<file path="config.mk">
export PLATFORM = sky130hd
export DESIGN_NAME = mips_multicycle_core
export DESIGN_NICKNAME = d
export VERILOG_FILES = /design/src/rtl/mips_pkg.sv /design/src/rtl/mips_regfile.sv /design/src/rtl/mips_multicycle_core.sv
export SDC_FILE = /design/constraint.sdc
export NUM_CORES = 2
export LEC_CHECK = 0
export CORE_MARGIN = 2
export CORE_UTILIZATION = 30
export CTS_CLUSTER_DIAMETER = 30
export DETAILED_ROUTE_END_ITERATION = 7
export DONT_BUFFER_PORTS = 1
export PLACE_DENSITY = 0.48
export SYNTH_ARGS = -nofsm -noshare
export SYNTH_HDL_FRONTEND = slang
export SYNTH_SLANG_ARGS = --single-unit
</file>
<file path="constraint.sdc">
create_clock -name clk -period 48.7 [get_ports clk]
set_input_delay 4.87 -clock clk [delete_from_list [all_inputs] [get_ports clk]]
set_output_delay 4.87 -clock clk [all_outputs]
set_load 0.01 [all_outputs]
</file>
<file path="src/rtl/mips_pkg.sv">
// Shared definitions for the multicycle MIPS-subset core: opcode and funct
// encodings, the FSM state set, ALU operations and immediate sign extension.
package mips_pkg;

    localparam logic [5:0] OP_RTYPE = 6'h00;
    localparam logic [5:0] OP_J     = 6'h02;
    localparam logic [5:0] OP_BEQ   = 6'h04;
    localparam logic [5:0] OP_ADDI  = 6'h08;
    localparam logic [5:0] OP_LW    = 6'h23;
    localparam logic [5:0] OP_SW    = 6'h2B;

    localparam logic [5:0] FN_ADD   = 6'h20;
    localparam logic [5:0] FN_SUB   = 6'h22;
    localparam logic [5:0] FN_AND   = 6'h24;
    localparam logic [5:0] FN_OR    = 6'h25;
    localparam logic [5:0] FN_SLT   = 6'h2A;

    typedef enum logic [3:0] {
        S_BOOT,
        S_FETCH,
        S_DECODE,
        S_EXEC_R,
        S_WB_RD,
        S_EXEC_I,
        S_WB_RT,
        S_MEMADR,
        S_MEMRD,
        S_MEMWB,
        S_MEMWR,
        S_BRANCH,
        S_JUMP,
        S_HALT
    } state_t;

    typedef enum logic [2:0] {
        ALU_ADD,
        ALU_SUB,
        ALU_AND,
        ALU_OR,
        ALU_SLT
    } alu_op_t;

    // Sign-extend a 16-bit instruction immediate to a full data word.
    function automatic logic [31:0] sext16(input logic [15:0] imm);
        return {{16{imm[15]}}, imm};
    endfunction

endpackage

</file>
<file path="src/rtl/mips_regfile.sv">
// 32 x 32-bit register file: two asynchronous read ports, one synchronous
// write port. Register $0 always reads as zero and ignores writes.
module mips_regfile (
    input  logic        clk,
    input  logic        rst,
    input  logic [4:0]  raddr1_i,
    input  logic [4:0]  raddr2_i,
    output logic [31:0] rdata1_o,
    output logic [31:0] rdata2_o,
    input  logic        we_i,
    input  logic [4:0]  waddr_i,
    input  logic [31:0] wdata_i
);

    logic [31:0] regs_q [32];

    // Clear every register on reset; afterwards write any register except $0.
    always_ff @(posedge clk or posedge rst) begin
        if (rst) begin
            for (int i = 0; i < 32; i++) begin
                regs_q[i] <= '0;
            end
        end else if (we_i && (waddr_i != 5'd0)) begin
            regs_q[waddr_i] <= wdata_i;
        end
    end

    assign rdata1_o = (raddr1_i == 5'd0) ? 32'd0 : regs_q[raddr1_i];
    assign rdata2_o = (raddr2_i == 5'd0) ? 32'd0 : regs_q[raddr2_i];

endmodule

</file>
<file path="src/rtl/mips_multicycle_core.sv">
// Multicycle MIPS-subset CPU. A single FSM sequences a shared ALU and one
// memory port used for both instruction fetch and load/store traffic.
module mips_multicycle_core
    import mips_pkg::*;
#(
    parameter int                ADDR_W          = 32,
    parameter logic [ADDR_W-1:0] RESET_PC        = '0,
    parameter bit                HALT_ON_ILLEGAL = 1'b1
) (
    input  logic              clk,
    input  logic              rst,
    output logic              mem_req,
    output logic              mem_we,
    output logic [ADDR_W-1:0] mem_addr,
    output logic [31:0]       mem_wdata,
    input  logic [31:0]       mem_rdata,
    input  logic              mem_ready,
    output logic [ADDR_W-1:0] pc_o,
    output logic              retire,
    output logic              halted
);

    state_t            state_q, state_d;
    logic [ADDR_W-1:0] pc_q, pc_d;
    logic [31:0]       ir_q, ir_d;
    logic [31:0]       a_q, a_d;
    logic [31:0]       b_q, b_d;
    logic [31:0]       aluOut_q, aluOut_d;
    logic [31:0]       mdr_q, mdr_d;

    logic [5:0]        opcode, funct;
    logic [4:0]        rs, rt, rd;
    logic [31:0]       immExt;

    logic [31:0]       rfRdata1, rfRdata2, rfWdata;
    logic [4:0]        rfWaddr;
    logic              rfWe;

    logic [31:0]       aluA, aluB, aluY;
    alu_op_t           aluOp, functOp;
    logic              functLegal, instrLegal;

    logic [ADDR_W-1:0] pcPlus4, jumpTarget;

    assign opcode  = ir_q[31:26];
    assign rs      = ir_q[25:21];
    assign rt      = ir_q[20:16];
    assign rd      = ir_q[15:11];
    assign funct   = ir_q[5:0];
    assign immExt  = sext16(ir_q[15:0]);
    assign pcPlus4 = pc_q + ADDR_W'(4);

    mips_regfile u_regfile (
        .clk      (clk),
        .rst      (rst),
        .raddr1_i (rs),
        .raddr2_i (rt),
        .rdata1_o (rfRdata1),
        .rdata2_o (rfRdata2),
        .we_i     (rfWe),
        .waddr_i  (rfWaddr),
        .wdata_i  (rfWdata)
    );

    // Jump keeps the upper PC bits and replaces the low 28 with the word index.
    always_comb begin
        jumpTarget        = pc_q;
        jumpTarget[27:0]  = {ir_q[25:0], 2'b00};
    end

    // Map the R-type funct field onto an ALU operation and flag unknown functs.
    always_comb begin
        functOp    = ALU_ADD;
        functLegal = 1'b1;
        case (funct)
            FN_ADD:  functOp = ALU_ADD;
            FN_SUB:  functOp = ALU_SUB;
            FN_AND:  functOp = ALU_AND;
            FN_OR:   functOp = ALU_OR;
            FN_SLT:  functOp = ALU_SLT;
            default: functLegal = 1'b0;
        endcase
    end

    // An instruction is legal if its opcode is supported (and funct, for R-type).
    always_comb begin
        instrLegal = 1'b0;
        case (opcode)
            OP_RTYPE:                          instrLegal = functLegal;
            OP_J, OP_BEQ, OP_ADDI, OP_LW, OP_SW: instrLegal = 1'b1;
            default:                           instrLegal = 1'b0;
        endcase
    end

    // Select the shared ALU operands: branch target in DECODE, A op B in
    // EXEC_R, and A + immediate for addi and address generation.
    always_comb begin
        aluA  = a_q;
        aluB  = immExt;
        aluOp = ALU_ADD;
        case (state_q)
            S_DECODE: begin
                aluA = 32'(pc_q);
                aluB = {immExt[29:0], 2'b00};
            end
            S_EXEC_R: begin
                aluB  = b_q;
                aluOp = functOp;
            end
            default: ;
        endcase
    end

    // Shared ALU: modulo-2^32 arithmetic, signed set-less-than.
    always_comb begin
        aluY = aluA + aluB;
        case (aluOp)
            ALU_SUB: aluY = aluA - aluB;
            ALU_AND: aluY = aluA & aluB;
            ALU_OR:  aluY = aluA | aluB;
            ALU_SLT: aluY = {31'd0, $signed(aluA) < $signed(aluB)};
            default: aluY = aluA + aluB;
        endcase
    end

    // Next-state and datapath-register update for every FSM state.
    always_comb begin
        state_d  = state_q;
        pc_d     = pc_q;
        ir_d     = ir_q;
        a_d      = a_q;
        b_d      = b_q;
        aluOut_d = aluOut_q;
        mdr_d    = mdr_q;
        rfWe     = 1'b0;
        rfWaddr  = rt;
        rfWdata  = aluOut_q;
        case (state_q)
            S_BOOT: state_d = S_FETCH;
            S_FETCH: begin
                if (mem_ready) begin
                    ir_d    = mem_rdata;
                    pc_d    = pcPlus4;
                    state_d = S_DECODE;
                end
            end
            S_DECODE: begin
                a_d      = rfRdata1;
                b_d      = rfRdata2;
                aluOut_d = aluY;
                if (!instrLegal) begin
                    state_d = HALT_ON_ILLEGAL ? S_HALT : S_FETCH;
                end else begin
                    case (opcode)
                        OP_RTYPE:     state_d = S_EXEC_R;
                        OP_LW, OP_SW: state_d = S_MEMADR;
                        OP_ADDI:      state_d = S_EXEC_I;
                        OP_BEQ:       state_d = S_BRANCH;
                        default:      state_d = S_JUMP;
                    endcase
                end
            end
            S_EXEC_R: begin
                aluOut_d = aluY;
                state_d  = S_WB_RD;
            end
            S_WB_RD: begin
                rfWe    = 1'b1;
                rfWaddr = rd;
                state_d = S_FETCH;
            end
            S_EXEC_I: begin
                aluOut_d = aluY;
                state_d  = S_WB_RT;
            end
            S_WB_RT: begin
                rfWe    = 1'b1;
                state_d = S_FETCH;
            end
            S_MEMADR: begin
                aluOut_d = aluY;
                state_d  = (opcode == OP_LW) ? S_MEMRD : S_MEMWR;
            end
            S_MEMRD: begin
                if (mem_ready) begin
                    mdr_d   = mem_rdata;
                    state_d = S_MEMWB;
                end
            end
            S_MEMWB: begin
                rfWe    = 1'b1;
                rfWdata = mdr_q;
                state_d = S_FETCH;
            end
            S_MEMWR: begin
                if (mem_ready) begin
                    state_d = S_FETCH;
                end
            end
            S_BRANCH: begin
                if (a_q == b_q) begin
                    pc_d = ADDR_W'(aluOut_q);
                end
                state_d = S_FETCH;
            end
            S_JUMP: begin
                pc_d    = jumpTarget;
                state_d = S_FETCH;
            end
            S_HALT:  state_d = S_HALT;
            default: state_d = S_BOOT;
        endcase
    end

    // State and datapath registers; reset returns to BOOT at RESET_PC.
    always_ff @(posedge clk or posedge rst) begin
        if (rst) begin
            state_q  <= S_BOOT;
            pc_q     <= RESET_PC;
            ir_q     <= '0;
            a_q      <= '0;
            b_q      <= '0;
            aluOut_q <= '0;
            mdr_q    <= '0;
        end else begin
            state_q  <= state_d;
            pc_q     <= pc_d;
            ir_q     <= ir_d;
            a_q      <= a_d;
            b_q      <= b_d;
            aluOut_q <= aluOut_d;
            mdr_q    <= mdr_d;
        end
    end

    // Memory and status outputs decoded from the registered state; a store
    // retires in the cycle its handshake completes.
    always_comb begin
        mem_req  = 1'b0;
        mem_we   = 1'b0;
        mem_addr = ADDR_W'(aluOut_q);
        retire   = 1'b0;
        halted   = 1'b0;
        case (state_q)
            S_FETCH: begin
                mem_req  = 1'b1;
                mem_addr = pc_q;
            end
            S_MEMRD: mem_req = 1'b1;
            S_MEMWR: begin
                mem_req = 1'b1;
                mem_we  = 1'b1;
                retire  = mem_ready;
            end
            S_DECODE: retire = !instrLegal && !HALT_ON_ILLEGAL;
            S_WB_RD, S_WB_RT, S_MEMWB, S_BRANCH, S_JUMP: retire = 1'b1;
            S_HALT: halted = 1'b1;
            default: ;
        endcase
    end

    assign mem_wdata = b_q;
    assign pc_o      = pc_q;

endmodule

</file>
==> flow_metrics.env <==
export IMPL_status="finished clean"
export IMPL_whs_ns=0.394
export IMPL_grt_overflow_total=0
export IMPL_worstReg2RegEnd="aluOut_q[26]"
export IMPL_vias=52290
export IMPL_tightest_slew_ns=1.25
export IMPL_avgSynthCellArea_um2=10.3
export IMPL_crit_chain="a21oi_1, o21ai_0"
export IMPL_ys_flop_type="dfrtp_1"
export IMPL_p_leak_nw=33.9
export IMPL_async_flop_share=1.00
export IMPL_synth_top_cell_by_area="dfrtp_1"
export IMPL_grt_pass1_wl_um=364000
export IMPL_netlist_area_um2=66900
export IMPL_yosysWarnings=0
export IMPL_synth_cells=6510
export IMPL_crit_type="input port to primary output"
export IMPL_hold_violations=0
export IMPL_layout_nets=6449
export IMPL_layout_commonest_cell="dfrtp_1"
export IMPL_dr_pass1_iters=6
export IMPL_grt_max_degree=175
export IMPL_numCtsBuffers=302
export IMPL_drive_gt1_frac=0.206
export IMPL_synth_nets=6644
export IMPL_multiInputGateArea_um2=34000
export IMPL_ir_drop_v=0.0000559
export IMPL_io_pins=135
export IMPL_rrSetupSlack_ns=42.74
export IMPL_cp_required_ns=43.83
export IMPL_synth_seq_cells=1220
export IMPL_rows=173
export IMPL_final_cell_mix="1209 x dfrtp_1, 763 x a21oi_1, 745 x o21ai_0"
export IMPL_r2r_cells=15
export IMPL_syn_to_final_growth_pct=19.2
export IMPL_cp_max_fo=7
export IMPL_worst_clock_skew_ns=0.0475
export IMPL_finalCriticalPeriod_ns=10.18
export IMPL_n_fill_cell=22103
export IMPL_path_depth=2
export IMPL_holdBufCountCts=0
export IMPL_antenna_found_initial=5
export IMPL_insertion_delay_ns=0.92
export IMPL_cpPeakStageDelay_ns=0.39
export IMPL_n_antenna_cell=0
export IMPL_min_path_cells=0
export IMPL_min_from="u_regfile.regs_q[1005]"
export IMPL_regArea_um2=30600
export IMPL_r2r_start="state_q[1]"
export IMPL_ant_nets=0
export IMPL_crit_arrival_ns=5.31
export IMPL_clock_fmax_mhz=98.2
export IMPL_utilization=0.359
export IMPL_grt_usage=0.213
export IMPL_ys_seq_area_frac=0.456
export IMPL_fin_area_um2=79700
export IMPL_setup_tns_ns=0
export IMPL_startpoint_type="input port"
export IMPL_synth_area_leaders="dfrtp_1 46%, mux4_2 15%, a21oi_1 5.7%"
export IMPL_drv_slew=0
export IMPL_drc_errors=0
export IMPL_crit_buf_inv=0
export IMPL_core_um2=222000
export IMPL_rsz0062_at_grt="false"
export IMPL_worst_slack_ns=38.52
export IMPL_relSlewSlack=0.147
export IMPL_cts_tree="yes"
export IMPL_endpoint_kind="primary output"
export IMPL_postCtsSetupRepairBufs=0
export IMPL_cap_viol_max_count=0
export IMPL_dp_slack_ns=38.54
export IMPL_wl_per_cell_um=25.8
export IMPL_cts_buffer_depth=4
export IMPL_dp_hpwl_um=143000
export IMPL_synth_edff_count=0
export IMPL_die_area_um2=227000
export IMPL_die_y_um=476
export IMPL_grt_pass1_vias=52341
export IMPL_dpl_cell_area_um2=69800
export IMPL_viasPerCell=5.50
export IMPL_ys_types=92
export IMPL_cts_resized=0
export IMPL_slowest_stage="o21ai_0"
export IMPL_critical_path_top_delay_family="compound AO/OA/AOI/OAI gates"
export IMPL_setup_viol=0
export IMPL_port_buffers=0
export IMPL_p_per_area_nw_per_um2=79.1
export IMPL_die_x_um=476
export IMPL_period_share=0.209
export IMPL_initialDrtViolationCount=4814
export IMPL_place_gp_congestion=0.937
export IMPL_start_util=0.301
export IMPL_min_to="u_regfile.regs_q[1005]"
export IMPL_clock_sinks=1220
export IMPL_yosysTopAreaCellShare=0.456
export IMPL_drt_wl_total_um=245000
export IMPL_clkTransAtPathRegs_ns=0.04
export IMPL_hp_class="flop to flop"
export IMPL_htree_levels=5
export IMPL_clockRootBuffer="clkbuf_16"
-- worst max path at each step --
stage | start | end | slack, ns
after floorplan | rst | a_q[0] | 9.46
after global placement | mem_ready | retire | 38.49
after detailed placement | mem_ready | retire | 38.54
after CTS | mem_ready | retire | 38.54
after global routing | mem_ready | retire | 38.50
final | mem_ready | retire | 38.52
-- metal layers --
layer	up-vias	GRT usage	wire length, um
met5	-	0	13
li1	23243	-	-
met1	26701	0.293	108000
met3	485	0.0375	15900
met2	1859	0.338	114000
met4	2	0.0753	8170
-- final cells by class --
class,instances,area share
clock buffer,381,0.104
timing repair buffer,125,0.0132
multi-input combinational,4552,0.427
sequential,1220,0.383
tap,2975,0.0467
inverter,114,0.00546
clock inverter,142,0.0199
-- registers in the layout, summed over array words and instances (netlist names) --
signal,flops
aluOut_q,32
state_q,4
u_regfile.regs_q,1024
mem_wdata,32
mdr_q,32
a_q,32
ir_q,32
pc_o,32
-- cells in the mapped netlist, drive strengths merged (14+ instances only) --
master and n:
ha 97, o211ai 16, buf 127, nor3 65, nor2b 16, inv 113
mux4 448, nand3 27, nand2b 17, dfrtp 1220, o21ai 750, a221oi 32
a31oi 24, o21bai 14, nand4 19, a21o 17, mux2i 282, xnor2 45
o221ai 76, nand2 753, nor2 682, a21oi 765, mux2 165, clkbuf 497
o22ai 72
-- through the flow --
stage / total power [mW] / std cells
final: 6.31 / 9509
after global routing: 6.65 / 9509
after CTS: 6.31 / 9509
after detailed placement: 4.32 / 8986
after global placement: 4.28 / 8986
after floorplan: 3.48 / 6510
-- where the power goes --
part	total, mW	switching [mW]	internal (mW)
clock network	1.97	0.631	1.34
registers	1.82	0.430	1.39
logic	2.52	1.50	1.03
-- cells by family (layout without fill, tap and decap cells) --
family | Yosys count | in the layout | share of synthesized area
compound gates | 1867 | 1867 | 0.156
xor+xnor | 45 | 45 | 0.00589
fa+ha+maj | 99 | 99 | 0.0187
buf+inv | 738 | 762 | 0.0426
flops | 1220 | 1220 | 0.456
mux | 895 | 895 | 0.221
simple gates | 1646 | 1646 | 0.100
Power figures use the tool's default switching activity.
